==> src/rtl/alu_ctrl.sv <==
// alu_ctrl: IDLE/EXEC/WB issue controller driving an external combinational ALU.
// Optional ALU_CTRL_CMP_FLAG_EN: CMP sets flag_eq instead of writing a register.
module alu_ctrl (
  input  logic       clk,
  input  logic       rst_n,
  input  logic       instr_valid,
  output logic       instr_ready,
  input  logic [3:0] instr_op,
  input  logic       instr_dst,
  input  logic       instr_bsel,
  input  logic [7:0] instr_lit,
  output logic [7:0] alu_a,
  output logic [7:0] alu_b,
  output logic [3:0] alu_s,
  input  logic [7:0] alu_out,
  output logic [7:0] reg_a,
  output logic [7:0] reg_b,
  output logic       busy,
  output logic       done
`ifdef ALU_CTRL_CMP_FLAG_EN
  ,
  output logic       flag_eq
`endif
);

  typedef enum logic [1:0] {
    IDLE,
    EXEC,
    WB
  } state_t;

  state_t     state;
  state_t     nxt;
  logic [3:0] op_q;
  logic       dst_q;
  logic [7:0] a_q;
  logic [7:0] b_q;
  logic [7:0] res_q;
  logic       xfer;
  logic       wr;

  assign instr_ready = (state == IDLE);
  assign busy        = (state != IDLE);
  assign done        = (state == WB);
  assign xfer        = instr_valid && instr_ready;

  assign alu_a = a_q;
  assign alu_b = b_q;
  assign alu_s = op_q;

`ifdef ALU_CTRL_CMP_FLAG_EN
  assign wr = (state == WB) && (op_q != 4'hF);
`else
  assign wr = (state == WB);
`endif

  always_ff @(posedge clk or negedge rst_n) begin
    if (!rst_n) state <= IDLE;
    else        state <= nxt;
  end

  always_comb begin
    nxt = state;
    unique case (state)
      IDLE:    if (xfer) nxt = EXEC;
      EXEC:    nxt = WB;
      WB:      nxt = IDLE;
      default: nxt = IDLE;
    endcase
  end

  // operands are sampled at transfer and held until the next one
  always_ff @(posedge clk or negedge rst_n) begin
    if (!rst_n) begin
      op_q  <= '0;
      dst_q <= 1'b0;
      a_q   <= '0;
      b_q   <= '0;
      res_q <= '0;
      reg_a <= '0;
      reg_b <= '0;
    end else begin
      if (xfer) begin
        op_q  <= instr_op;
        dst_q <= instr_dst;
        a_q   <= reg_a;
        b_q   <= instr_bsel ? instr_lit : reg_b;
      end
      if (state == EXEC) res_q <= alu_out;
      if (wr && !dst_q)  reg_a <= res_q;
      if (wr && dst_q)   reg_b <= res_q;
    end
  end

`ifdef ALU_CTRL_CMP_FLAG_EN
  always_ff @(posedge clk or negedge rst_n) begin
    if (!rst_n)
      flag_eq <= 1'b0;
    else if (state == WB && op_q == 4'hF)
      flag_eq <= res_q[0];
  end
`endif

endmodule

==> config.mk <==
export PLATFORM = sky130hd
export DESIGN_NAME = alu_ctrl
export DESIGN_NICKNAME = d
export VERILOG_FILES = /design/src/rtl/alu_ctrl.sv
export SDC_FILE = /design/constraint.sdc
export NUM_CORES = 1
export LEC_CHECK = 0
export CORE_ASPECT_RATIO = 1.4
export CORE_MARGIN = 3
export CORE_UTILIZATION = 44
export CTS_BUF_LIST = sky130_fd_sc_hd__clkbuf_16
export CTS_CLUSTER_DIAMETER = 50
export DETAILED_ROUTE_END_ITERATION = 10
export HOLD_SLACK_MARGIN = 0.06
export PLACE_DENSITY_LB_ADDON = 0.3
export SLEW_MARGIN = 20
export SYNTH_ARGS = -nofsm -noshare
export SYNTH_HDL_FRONTEND = slang
export SYNTH_SLANG_ARGS = --single-unit
==> constraint.sdc <==
create_clock -name clk -period 1.6 [get_ports clk]
set_clock_uncertainty 0.1 [all_clocks]
set_input_delay 0.48 -clock clk [delete_from_list [all_inputs] [get_ports clk]]
set_output_delay 0.48 -clock clk [all_outputs]
set_load 0.1 [all_outputs]
==> run_results.csv <==
group,metric,value,unit
global_route,grt_pass1_wl,8700,um
job,cap_violations,0,
cts,clock_tree.buffer_depth,2,
global_route,track_usage,24.4,%
worst_setup_path,critPathRequiredTime,1.02,ns
worst_setup_path,critPathArrivalTime,1.21,ns
cts,clk_pin_slew,0.06,ns
place,place_area,0.00302,sq mm
yosys,synth.largest_area_cell,"dfrtp_1",
yosys,syn_inst,111,
die,dieArea,0.00506,sq mm
place,post-place-cells,218,
cts,insertion_delay,0.29,ns
finish,syn2layout_area_growth,88.9,%
timing,finalWorstSetupSlack,-0.192,ns
die,fp.dieW,61.0,um
cts,cts_tree,"built",
worst_setup_path,crit_type,"register to output port",
timing,fin_tns_setup,-3.32,ns
routing,wl_per_cell,25.1,um
timing,finalHoldViolCount,0,
finish,final_area,0.00352,sq mm
die,rows,27,
timing,setup_viol,40,
cts,cts.sink_count,47,
yosys,synth_cell_type_count,11,
global_route,grt_max_degree,26,
yosys,ys_top_cells_by_area,"dfrtp_1 (63%), mux2_2 (32%), nor3b_4 (1.0%)",
finish,final_common_cell,"buf_12",
die,coreArea,0.00402,sq mm
worst_setup_path,path_max_fanout,2,
routing,drc,0,
timing,fmax,0.558,GHz
global_route,grt_overflow,0,
yosys,syn_nets,136,
run_status,status,"finished, violations left",
routing,drt_pass1_iterations,4,
cts,root_buffer,"clkbuf_16",
timing,drv_slew,0,
die,die_h,83.0,um
routing,ant_nets,0,
finish,final_cell_mix,"buf_12 (43), mux2_4 (39), dfrtp_1 (37), clkdlybuf4s50_1 (21), mux2_2 (14)",
place,dp_hpwl,3130,um
routing,wl,6010,um
yosys,synth_top_area_share,63.2,%
routing,drt-initial-drc-count,52,
die,ios,64,
timing,rsz0062_at_grt,"yes",
yosys,syn_area,0.00186,sq mm
routing,routed_via_density,5.46,
timing,finalCriticalPeriod,1.79,ns
place,preCtsSetupSlack,-0.385,ns
finish,final-instance-count-excl-fill,239,
finish,num-nets-final,220,
finish,num_antenna_cells,0,
timing,post-route-period-util,112,%
place,numPortBuffers,63,
yosys,synth.avg_cell_area,16.8,sq um
worst_setup_path,cp-start-kind,"register",
die,start_util,46.3,%
cts,cts_hold_buf,0,
global_route,grt_antenna_before_repair,0,
yosys,synth_seq_cells,47,
routing,vias,1305,
place,place.gp.congestion,0.684,
cts,numCtsBuffers,5,
yosys,ys_warn_count,0,
global_route,grt_pass1_vias,1466,
timing,tightest_slew,0.574,ns
timing,relSlewSlack,61.7,%
worst_setup_path,critPathCaptureType,"output port",
cts,htree_levels,2,
yosys,ys_seq_area_share,63.2,%
run_status,violations,"setup timing",
finish,drive_gt1_share,68.4,%
worst_hold_path,holdCritPathClass,"input port to async pin",
[metal layers]
| layer | GRT usage, % | wire length [um] | vias up |
|---|---|---|---|
| li1 | - | - | 568 |
| met1 | 29.5 | 2390 | 671 |
| met2 | 41.0 | 3210 | 58 |
| met3 | 5.44 | 311 | 8 |
| met4 | 9.07 | 92 | 0 |
| met5 | 0 | 0 | - |
[registers in the layout (all words and copies together), names as in the netlist]
signal / cells
alu_b: 8
res_q: 8
alu_a: 8
reg_b: 8
alu_s: 4
dst_q: 1
state: 2
reg_a: 8
[synthesized netlist by cell type]
cell type	n
buf_2	1
nor2b_1	2
mux2_2	53
or2_2	1
clkbuf_1	1
buf_4	2
nand3b_2	1
inv_1	1
nor3b_4	1
dfrtp_1	47
nor3b_2	1
[final cells by class]
cell class,instances,area (sq um)
clock buffer,5,125
clock inverter,3,12.5
fill,160,503
inverter,1,7.51
multi-input combinational,59,837
sequential,47,1190
tap,43,53.8
timing repair buffer,81,1290
[timing repair]
| item | in CTS | in global routing |
|---|---|---|
| gates cloned | 3 | 1 |
| setup buffers | 9 | 1 |
| gates resized for setup | 40 | 19 |
| setup endpoints to repair | 24 | 40 |
| pin swaps | 2 | 1 |
[worst max-delay path, cell delays in order, from the launching register on]
cell	delay, ns
dfrtp_2	0.40
or2_4	0.28
clkinvlp_4	0.09
buf_12	0.17
[per-stage QoR]
step	hold WS, ns	util, %
floorplan	0.0844	-
global placement	0.382	75.2
detailed placement	0.393	75.2
CTS	0.0956	85.9
global route	0.119	87.5
finish	0.0889	87.5
[final timing paths]
path                            startpoint     endpoint  slack (ns)  cells after the start
max in group asynchronous            rst_n     reg_b[4]        0.77                      2
min in group clk                  res_q[4]     res_q[4]        0.44                      1
worst min-delay path                 rst_n     alu_b[4]        0.09                      1
worst max-delay path              state[1]  instr_ready       -0.19                      3
worst max register to register    state[0]     alu_b[2]       -0.14                      6
worst min register to register    res_q[4]     res_q[4]        0.44                      1
[kinds of logic after synthesis]
kind of cell / count (synthesis) / synth area share, %
multiplexers: 53 / 32.1
flip-flops: 47 / 63.2
AND/OR/NAND/NOR: 6 / 3.29
buffers and inverters: 5 / 1.48
Power is not shown: default switching activity piles up to over one toggle a cycle in this logic, so the estimate is an artifact.
